File: src/rtl/phase_count_gen_if.sv
// Control/status bundle for phase_count_gen: enable, clear, tuning-word
// handshake and the phase ramp outputs.
interface phase_count_gen_if #(
  parameter int unsigned ACC_W = 16,
  parameter int unsigned OUT_W = 8
);
  logic             en;
  logic             phase_clr;
  logic [ACC_W-1:0] tw_in;
  logic             tw_load;
  logic             tw_ack;
  logic             tw_pending;
  logic [OUT_W-1:0] count;
  logic             wrap;

  modport master (
    output en, phase_clr, tw_in, tw_load,
    input  tw_ack, tw_pending, count, wrap
  );

  modport slave (
    input  en, phase_clr, tw_in, tw_load,
    output tw_ack, tw_pending, count, wrap
  );
endinterface

File: src/rtl/phase_count_gen.sv
// Tuning-word phase accumulator producing the OUT_W-bit count ramp.
// Define PHASE_TW_IMMEDIATE_EN to apply tuning words on load instead of at a wrap.
module phase_count_gen #(
  parameter int unsigned ACC_W = 16,
  parameter int unsigned OUT_W = 8
) (
  input  logic             clk,
  input  logic             rst,
  phase_count_gen_if.slave bus
);

  typedef enum logic {IDLE, PEND} state_t;

  localparam logic [ACC_W-1:0] TW_RST = {{(ACC_W-1){1'b0}}, 1'b1} << (ACC_W - OUT_W);

  state_t           state_q;
  logic [ACC_W-1:0] acc_q, acc_d;
  logic [ACC_W-1:0] tw_act_q;
  logic [ACC_W-1:0] tw_nxt_q;
  logic             wrap_q, wrap_d;
  logic             tw_ack_q;
  logic [ACC_W:0]   sum;

  always_comb begin
    sum    = {1'b0, acc_q} + {1'b0, tw_act_q};
    acc_d  = acc_q;
    wrap_d = 1'b0;
    if (bus.phase_clr) begin
      acc_d  = '0;
      wrap_d = 1'b0;
    end else if (bus.en) begin
      acc_d  = sum[ACC_W-1:0];
      wrap_d = sum[ACC_W];
    end
  end

  always_ff @(posedge clk or negedge rst) begin
    if (!rst) begin
      state_q  <= IDLE;
      acc_q    <= '0;
      tw_act_q <= TW_RST;
      tw_nxt_q <= TW_RST;
      wrap_q   <= 1'b0;
      tw_ack_q <= 1'b0;
    end else begin
      acc_q    <= acc_d;
      wrap_q   <= wrap_d;
      tw_ack_q <= 1'b0;
`ifdef PHASE_TW_IMMEDIATE_EN
      state_q <= IDLE;
      if (bus.tw_load) begin
        tw_act_q <= bus.tw_in;
        tw_nxt_q <= bus.tw_in;
        tw_ack_q <= 1'b1;
      end
`else
      case (state_q)
        IDLE: begin
          if (bus.tw_load) begin
            tw_nxt_q <= bus.tw_in;
            state_q  <= PEND;
          end
        end
        PEND: begin
          // Apply takes the old tw_nxt; a coincident load re-arms PEND with tw_in.
          if (bus.phase_clr || (bus.en && sum[ACC_W])) begin
            tw_act_q <= tw_nxt_q;
            tw_ack_q <= 1'b1;
            if (!bus.tw_load) state_q <= IDLE;
          end
          if (bus.tw_load) tw_nxt_q <= bus.tw_in;
        end
        default: state_q <= IDLE;
      endcase
`endif
    end
  end

  assign bus.count      = acc_q[ACC_W-1 -: OUT_W];
  assign bus.wrap       = wrap_q;
  assign bus.tw_ack     = tw_ack_q;
  assign bus.tw_pending = (state_q == PEND);

endmodule

File: src/flat_wrapper.sv
// flat-port wrapper written by rule: the top's interface ports become plain ports
module phase_count_gen_flat 
#(
  parameter int unsigned ACC_W = 16,
  parameter int unsigned OUT_W = 8
)
  (clk, rst, bus_en, bus_phase_clr, bus_tw_in, bus_tw_load, bus_tw_ack, bus_tw_pending, bus_count, bus_wrap);
  phase_count_gen_if #(.ACC_W(ACC_W), .OUT_W(OUT_W)) bus_i ();
  input  logic clk;
  input  logic rst;
  input wire logic [$bits(bus_i.en)-1:0] bus_en;
  input wire logic [$bits(bus_i.phase_clr)-1:0] bus_phase_clr;
  input wire logic [$bits(bus_i.tw_in)-1:0] bus_tw_in;
  input wire logic [$bits(bus_i.tw_load)-1:0] bus_tw_load;
  output wire logic [$bits(bus_i.tw_ack)-1:0] bus_tw_ack;
  output wire logic [$bits(bus_i.tw_pending)-1:0] bus_tw_pending;
  output wire logic [$bits(bus_i.count)-1:0] bus_count;
  output wire logic [$bits(bus_i.wrap)-1:0] bus_wrap;
  assign bus_i.en = bus_en;
  assign bus_i.phase_clr = bus_phase_clr;
  assign bus_i.tw_in = bus_tw_in;
  assign bus_i.tw_load = bus_tw_load;
  assign bus_tw_ack = bus_i.tw_ack;
  assign bus_tw_pending = bus_i.tw_pending;
  assign bus_count = bus_i.count;
  assign bus_wrap = bus_i.wrap;
  phase_count_gen #(.ACC_W(ACC_W), .OUT_W(OUT_W)) u_core (.clk(clk), .rst(rst), .bus(bus_i));
endmodule
File: config.mk
export PLATFORM = sky130hd
export DESIGN_NAME = phase_count_gen_flat
export DESIGN_NICKNAME = d
export VERILOG_FILES = /design/src/rtl/phase_count_gen_if.sv /design/src/rtl/phase_count_gen.sv /design/src/flat_wrapper.sv
export SDC_FILE = /design/constraint.sdc
export NUM_CORES = 1
export LEC_CHECK = 0
export ABC_AREA = 1
export CORE_AREA = 2 2 72 74
export DETAILED_ROUTE_END_ITERATION = 8
export DIE_AREA = 0 0 74 76
export PLACE_DENSITY = 0.95
export SLEW_MARGIN = 15
export SYNTH_ARGS = -nofsm -noshare
export SYNTH_HDL_FRONTEND = slang
export SYNTH_SLANG_ARGS = --single-unit
File: constraint.sdc
create_clock -name clk -period 4.6 [get_ports clk]
set_clock_uncertainty 0.2 [all_clocks]
set_input_delay 0.92 -clock clk [delete_from_list [all_inputs] [get_ports clk]]
set_output_delay 0.92 -clock clk [all_outputs]
set_load 0.02 [all_outputs]
==> impl_metrics.ini <==
[detailed_routing]
detail-route-antenna-nets = 0
drtIter0Drc = 107
dr_wl_met2_um = 2845
dr_wl_met3_um = 201
drc = 0
drt-met1-wl_um = 2603
firstDrtPassIters = 5
wl_per_cell_um = 13.60
vias = 2229
finalWirelength_um = 5726
viasPerCell = 5.295
routed.top_layer = met4

[timing]
min_period_ns = 3.005
hold_viol_final = 0
final.setup.tns_ns = 0
drv_slew = 0
relSlewSlack_pct = 20.36
worst-slew-pin-transition_ns = 1.190
grt_setup_unrepaired = false
period_share_pct = 65.32
setup_ws_ns = 1.595
setup_viol = 0
fmax_ghz = 0.3328

[clocking]
clock-sinks = 51
cts-root-buf = clkbuf_8
post-cts-setup-buffer-count = 0
cts_tree = built
clkTransAtPathRegs_ns = 0.10
hold_buffers = 0
clk_path_buf_depth = 2
insertion_delay_ns = 0.31
cts_resized = 0
htreeDepth = 2
numCtsBuffers = 5

[synth]
synth_fa_ha_area_share_pct = 7.723
synth.yosys.seq_area_share_pct = 44.84
yosysWarnings = 0
synthArstFlopShare_pct = 100.0
netlist_instances = 327
synth_top_family_by_area = simple AND/OR/NAND/NOR gates
synth_edf_count = 0
synthXorXnorAreaFrac_pct = 0.6143
synthMuxAreaShare_pct = 6.319
synth_simple_gate_area_share_pct = 27.16
synth_area_um2 = 2851
syn_nets = 365
ys_dominant_reg_cell = dfrtp_1
ys_seq_elements = 51
synth.distinct_cells = 31
avgSynthCellArea_um2 = 8.720
synth-compound-area-share_pct = 6.757

[global_routing]
grt_pass1_vias = 2185
antenna_found_initial = 0
overflow = 0
grt_pass1_wl_um = 9846
track_usage_pct = 22.43
grt_max_degree = 52

[die]
fp-row-count = 26
start_util_pct = 58.05
die_w_um = 74
coreArea_um2 = 4912
die_area_um2 = 5624
die_h_um = 76
num_io_pins = 32

[placed_design]
place_area_um2 = 3143
placedCellCount = 413
dp_slack_ns = 1.322
portBuffers = 31
hpwl_um = 4230
gp_congestion = 0.9056

[run_status]
status = finished, final reports clean

[setup_path]
required_ns = 4.61
path_class = in2reg
cpMostUsedCell = nor2_1
crit_path_max_incr_delay_ns = 0.92
cp-end-kind = flop
crit_fanout = 17
cp-start-kind = primary input
slowest_stage = nor2_1
crit_arrival_ns = 3.01
cp_cell_sequence = clkdlybuf4s50_1 > nor2_1 > nor2_1 > buf_4 > inv_1 > a21oi_1 > o21ai_0 > nand2_1
ff2ff_setup_slack_ns = 2.25
r2r_cells = 13
reg2reg_to = u_core.tw_act_q[14]$_DFFE_PN0P_
reg2reg_from = u_core.tw_act_q[0]$_DFFE_PN0P_
cp-startpoint = bus_phase_clr

[layout]
design_area_um2 = 3233
drive_gt1_share_pct = 13.96
syn_to_final_growth_pct = 13.38
n_fill_cell = 382
final_cells = 421
diodes = 0
nets = 388

[min_path]
min_path_cells = 2
min_to = u_core.tw_act_q[8]$_DFFE_PN1P_
hp-class = reg2reg
hold_start = u_core.tw_act_q[8]$_DFFE_PN1P_

[power]
vdd_drop_max_mv = 0.2824
p_total_uw = 1817
p_leak_uw = 0.001621
powerDensity_nw_per_um2 = 562.0

[flow_run]
drv_cap = 0
## synthesized netlist by cell type (3+ instances only)
master	n	share of area, %
inv_1	19	2.5
nand2_1	97	13
nor2_1	19	2.5
a21oi_1	18	3.2
dfrtp_1	49	43
o21ai_0	12	2.1
ha_1	16	7.0
nand3_1	26	4.6
buf_4	9	2.4
nand2_2	14	3.1
buf_2	3	0.53
nand3b_1	4	1.1
mux2_2	16	6.3
clkbuf_1	3	0.39
## report_power, final
part           internal, uW  switching (uW)
clock network           107             155
registers               573             108
logic                   353             520
total                  1030             783
## placed cells by master (no fill, tap or decap), types with 4 or more instances in the layout
cell,count
nand2_1,97
dfrtp_1,49
clkdlybuf4s50_1,30
nand3_1,26
inv_1,19
nor2_1,19
a21oi_1,18
mux2_2,16
ha_1,16
nand2_2,14
o21ai_0,12
clkbuf_8,5
nand3b_1,4
## metrics by stage
stage                     hold slack [ns]  util [%]
after global placement             0.2645     63.98
after floorplan                    0.2446         -
final                              0.2858     65.82
after CTS                          0.2870     65.77
after detailed placement           0.2717     63.98
after global routing               0.2979     65.82
## area by class of cell
| cell class | instances | area, um^2 | area share [%] |
|---|---|---|---|
| multi-input cells | 239 | 1385 | 42.84 |
| clock buffers | 5 | 68.82 | 2.128 |
| repair buffers | 32 | 315.3 | 9.752 |
| clock inverters | 3 | 18.77 | 0.5805 |
| flip-flops and latches | 51 | 1279 | 39.55 |
| inverters | 21 | 78.83 | 2.438 |
| well taps | 70 | 87.58 | 2.709 |
## worst max path at each step
stage                                                  to  slack [ns]  cells after the start
after floorplan           u_core.tw_act_q[10]$_DFFE_PN0P_        2.49                     13
after global placement        u_core.acc_q[5]$_DFFE_PN0P_        1.40                      8
after detailed placement      u_core.acc_q[6]$_DFFE_PN0P_        1.32                      8
after CTS                                  bus_tw_pending        1.63                      1
after global routing          u_core.acc_q[6]$_DFFE_PN0P_        1.46                      8
final                         u_core.acc_q[6]$_DFFE_PN0P_        1.60                      8
## state kept, by name, summed over array words and instances (netlist names)
register,cells
u_core.bus.tw_ack,1
u_core.acc_q,16
u_core.tw_act_q,16
u_core.bus.tw_pending,1
u_core.bus.wrap,1
u_core.tw_nxt_q,16
## logic make-up after synthesis
family                   Yosys count
AO/OA/AOI/OAI                     35
AND/OR/NAND/NOR                  169
XOR/XNOR                           2
buffers and inverters             37
multiplexers                      16
flip-flops                        51
adder cells (fa/ha/maj)           17
## metal layers
layer  GRT usage (%)  vias up
li1                -     1103
met1           30.95     1058
met2           35.71       60
met3           3.704        8
met4           7.636        0
met5               0        -
## critical path: cells and delay by family
kind                   cells  cell delay, ns
AOI/OAI and AO/OA          2            0.16
buffers and inverters      3            0.87
and+or+nand+nor            3            1.06
No activity file was read; power rests on OpenSTA's default activity.
==> edit 1 (config.mk and constraints unchanged) <==
`OUT_W` is set to 8 in 3 places; all go to 6.
--- a/src/rtl/phase_count_gen_if.sv
+++ b/src/rtl/phase_count_gen_if.sv
@@ -2,7 +2,7 @@
 // handshake and the phase ramp outputs.
 interface phase_count_gen_if #(
   parameter int unsigned ACC_W = 16,
-  parameter int unsigned OUT_W = 8
+  parameter int unsigned OUT_W = 6
 );
   logic             en;
   logic             phase_clr;
--- a/src/rtl/phase_count_gen.sv
+++ b/src/rtl/phase_count_gen.sv
@@ -2,7 +2,7 @@
 // Define PHASE_TW_IMMEDIATE_EN to apply tuning words on load instead of at a wrap.
 module phase_count_gen #(
   parameter int unsigned ACC_W = 16,
-  parameter int unsigned OUT_W = 8
+  parameter int unsigned OUT_W = 6
 ) (
   input  logic             clk,
   input  logic             rst,
--- a/src/flat_wrapper.sv
+++ b/src/flat_wrapper.sv
@@ -2,7 +2,7 @@
 module phase_count_gen_flat 
 #(
   parameter int unsigned ACC_W = 16,
-  parameter int unsigned OUT_W = 8
+  parameter int unsigned OUT_W = 6
 )
   (clk, rst, bus_en, bus_phase_clr, bus_tw_in, bus_tw_load, bus_tw_ack, bus_tw_pending, bus_count, bus_wrap);
   phase_count_gen_if #(.ACC_W(ACC_W), .OUT_W(OUT_W)) bus_i ();
Interface: changed (resized bus_count); port bits go from 32 to 30. The function was not compared with the original's and may differ.
==> edit 1 against the original RTL <==
- via count up 1.1%
- combinational power down 3.0%
- design area increased by 0.50%
- power is 2.3% higher
- count of clock-buffer cells in the layout rose by 1
- die area did not move
- worst setup slack improved by 0.022 ns
- wire length is 1.4% lower
- synthesized cell count fell by 0.61%
- utilization increased by 0.33 points
- sequential cell count unchanged
- area after synthesis fell by 0.53%
- critical path type is now reg2out
==> edit 1: results (changes against the original RTL) <==
crit_slowest_cell: "dfrtp_1"  # was nor2_1
clock_area_frac: 0.03735  # was 0.02709
synth_mux_area_frac: 0.06352  # was 0.06319
synth_xor_area_frac: 0.006176  # was 0.006143
reg2reg_to: "u_core.tw_act_q[13]"  # was u_core.tw_act_q[14]
worst-path-max-fanout: 19  # was 17
p_leak_nw: 1.627  # was 1.621 nW
viasPerCell: 5.377  # was 5.295
grt_pass1_wl_mm: 9.611  # was 9.846 mm
first_pass_iters: 4  # was 5
synth_fp_nets: 363  # was 365
grt.total_usage: 0.2219  # was 0.2243
synth_compound_area_frac: 0.06793  # was 0.06757
n_clock_buffer: 6  # was 5
multi_input_area_um2: 1388  # was 1385 um2
tightest_slew_ns: 0.7082  # was 1.190 ns
drtIter0Drc: 105  # was 107
inv_count: 21  # unchanged
wl_per_cell_um: 13.48  # was 13.60 um
fin_hold_ws_ns: 0.2926  # was 0.2858 ns
cts.reportedPaths.clkPinSlew_ns: 0.09
power.internal_mw: 1.094  # was 1.034 mW
ys_seq_area_frac: 0.4508  # was 0.4484
slowest_delay_ns: 0.81  # was 0.92 ns
hold_class: "reg2reg"  # unchanged
p_per_area_nw_per_um2: 572.3  # was 562.0 nW/um2
synthTopCellsByArea: "dfrtp_1, nand2_1, ha_1"  # unchanged
fin_util: 0.6615  # was 0.6582
bufAreaShareNonClock: 0.09087  # was 0.09752
gp_congestion: 0.9074  # was 0.9056
yosys.area_share.adder: 0.07764  # was 0.07723
io_buffer_count: 29  # was 31
vias: 2253  # was 2229
dp_hpwl_mm: 4.133  # was 4.230 mm
ir_drop_mv: 0.2756  # was 0.2824 mV
place_inst: 411  # was 413
drive_above_1_share: 0.1433  # was 0.1396
critPathTopFamily: "flip-flops"  # was simple AND/OR/NAND/NOR gates
hold_end: "u_core.tw_act_q[10]"  # was u_core.tw_act_q[8]
status: "finished, final reports clean"  # unchanged
critPathArrivalTime_ns: 1.86  # was 3.01 ns
grt_pass1_vias: 2151  # was 2185
postSynthCellCount: 325  # was 327
rrSetupSlack_ns: 2.23  # was 2.25 ns
nNonClkBuffers: 30  # was 32
final_nets: 386  # was 388
seq_area_um2: 1279  # unchanged
place_area_um2: 3123  # was 3143 um2
pre_cts_slack_ns: 1.365  # was 1.322 ns
## edit 1: power by group through the flow
stage | combinational (mW) | sequential [mW] | clock (mW)
global placement | 0.803 | 0.678 | 0
detailed placement | 0.834 | 0.684 | 0
floorplan | 0.664 | 0.651 | 0
global route | 0.956 | 0.694 | 0.352
finish | 0.847 | 0.678 | 0.334
CTS | 0.843 | 0.676 | 0.333
## edit 1: routing by layer
metal  wire length, um  up-vias  track usage
li1                  -     1102            -
met1              2471     1064       0.3088
met2              2734       75       0.3393
met3               332       12      0.04762
met4               109        0      0.08364
met5                 0        -            0
## edit 1: worst max path at each step
stage,from,end,slack (ns)
after floorplan,u_core.tw_act_q[0],u_core.tw_act_q[11],2.49
after global placement,bus_en,u_core.acc_q[6],1.42
after detailed placement,bus_en,u_core.acc_q[7],1.36
after CTS,u_core.bus.tw_pending,bus_tw_pending,1.63
after global routing,u_core.bus.tw_pending,bus_tw_pending,1.55
final,u_core.bus.tw_pending,bus_tw_pending,1.62
==> edit 2 (config.mk and constraints unchanged) <==
Made on the original files. Make the reset (`rst`) synchronous in one clocked block.
--- a/src/rtl/phase_count_gen.sv
+++ b/src/rtl/phase_count_gen.sv
@@ -34,7 +34,7 @@
     end
   end
 
-  always_ff @(posedge clk or negedge rst) begin
+  always_ff @(posedge clk) begin
     if (!rst) begin
       state_q  <= IDLE;
       acc_q    <= '0;
Formal check against the unedited RTL: differs if rst is asserted again (counterexample within 4 cycles, from zero or initial values and one cycle with rst low); with rst held inactive, the same outputs for 4 cycles.
==> edit 2 against the original RTL <==
- worst setup slack better by 0.51 ns
- synthesized cell count up 26%
- area after synthesis is 6.8% higher
- wire length grew 0.72%
- design area is 4.3% higher
- sequential cell count did not move
- critical path type unchanged
- highest routed layer unchanged
Power is not compared: it rests on default switching activity, and its combinational part moved more than twofold at a synthesized area within 25%.
==> edit 2: results (changes against the original RTL) <==
met2_usage: 0.3768  # was 0.3571
gp_congestion: 0.8847  # was 0.9056
grt_pass1_wl_mm: 10.03  # was 9.846 mm
critPathArrivalTime_ns: 2.49  # was 3.01 ns
n_fill_cell: 400  # was 382
synthTopCellsByArea: "dfxtp_1, nand2_1, ha_1"  # was dfrtp_1, nand2_1, ha_1
synth-async-reset-ratio: 0  # was 1.000
hold_end: "u_core.acc_q[0]"  # was u_core.tw_act_q[8]
ys_seq_area_frac: 0.3354  # was 0.4484
synth_common_cells: "nand2_1, inv_1, dfxtp_1"  # was nand2_1, dfrtp_1, nand3_1
maxSlewHeadroom: 0.5240  # was 0.2036
totalWireLength_mm: 5.767  # was 5.726 mm
place_inst: 491  # was 413
diodes: 0  # unchanged
grt.total_usage: 0.2217  # was 0.2243
synth_xor_area_frac: 0.02302  # was 0.006143
met2WireLength_mm: 2.816  # was 2.845 mm
multi_input_area_share: 0.4852  # was 0.4284
nNonClkBuffers: 34  # was 32
min_from: "u_core.acc_q[0]"  # was u_core.tw_act_q[8]
routedLengthMet1_mm: 2.575  # was 2.603 mm
synth_mux_area_frac: 0  # was 0.06319
worst-path-max-fanout: 32  # was 17
r2r_start: "u_core.tw_act_q[0]"  # unchanged
seq_area_um2: 1022  # was 1279 um2
reg2reg_to: "u_core.tw_act_q[4]"  # was u_core.tw_act_q[14]
slowest_delay_ns: 0.88  # was 0.92 ns
post_layout_nonfiller_instances: 499  # was 421
clock_area_frac: 0.02708  # was 0.02709
drive_above_1_share: 0.1585  # was 0.1396
grt_use_met1: 0.2692  # was 0.3095
drtIter0Drc: 104  # was 107
place_area_um2: 3282  # was 3143 um2
synth.distinct_cells: 30  # was 31
crit_slowest_cell: "clkdlybuf4s50_1"  # was nor2_1
viasPerCell: 5.176  # was 5.295
first_pass_iters: 4  # was 5
synth_compound_area_frac: 0.1513  # was 0.06757
status: "finished, final reports clean"  # unchanged
fin_hold_ws_ns: 0.2749  # was 0.2858 ns
grt_pass1_vias: 2443  # was 2185
cts_sinks: 51  # unchanged
synth_fp_nets: 450  # was 365
yosys.area_share.adder: 0.07234  # was 0.07723
cts-resized-gates: 0  # unchanged
bufAreaShareNonClock: 0.09866  # was 0.09752
worst-r2r-cell-count: 12  # was 13
multi_input_gates: 282  # was 239
pre_cts_slack_ns: 1.754  # was 1.322 ns
final_nets: 466  # was 388
multi_input_area_um2: 1637  # was 1385 um2
critPathTopFamily: "buffers and inverters"  # was simple AND/OR/NAND/NOR gates
avgSynthCellArea_um2: 7.389  # was 8.720 um2
grt_max_degree: 35  # was 52
inv_count: 54  # was 21
h-tree-depth: 2  # unchanged
dr_wl_met3_um: 265  # was 201 um
dp_hpwl_mm: 4.424  # was 4.230 mm
grt_use_met3: 0.04233  # was 0.03704
[edit 2: worst max-delay path by stage]
| stage | from | cells after the start | slack (ns) | end |
|---|---|---|---|---|
| floorplan | u_core.tw_act_q[0] | 13 | 2.51 | u_core.tw_act_q[0] |
| global placement | bus_en | 6 | 1.83 | u_core.tw_act_q[8] |
| detailed placement | bus_en | 6 | 1.75 | u_core.tw_act_q[8] |
| CTS | bus_en | 6 | 2.10 | u_core.tw_act_q[8] |
| global route | rst | 6 | 1.98 | u_core.acc_q[3] |
| finish | bus_en | 6 | 2.11 | u_core.tw_act_q[8] |
[edit 2: power groups by stage]
stage / Sequential (mW) / Combinational, mW / Clock [mW]
2_1_floorplan: 0.487 / 0.130 / 0
3_3_place_gp: 0.489 / 0.158 / 0
3_5_place_dp: 0.490 / 0.165 / 0
4_1_cts: 0.480 / 0.166 / 0.276
5_1_grt: 0.482 / 0.186 / 0.292
6_report: 0.480 / 0.166 / 0.269
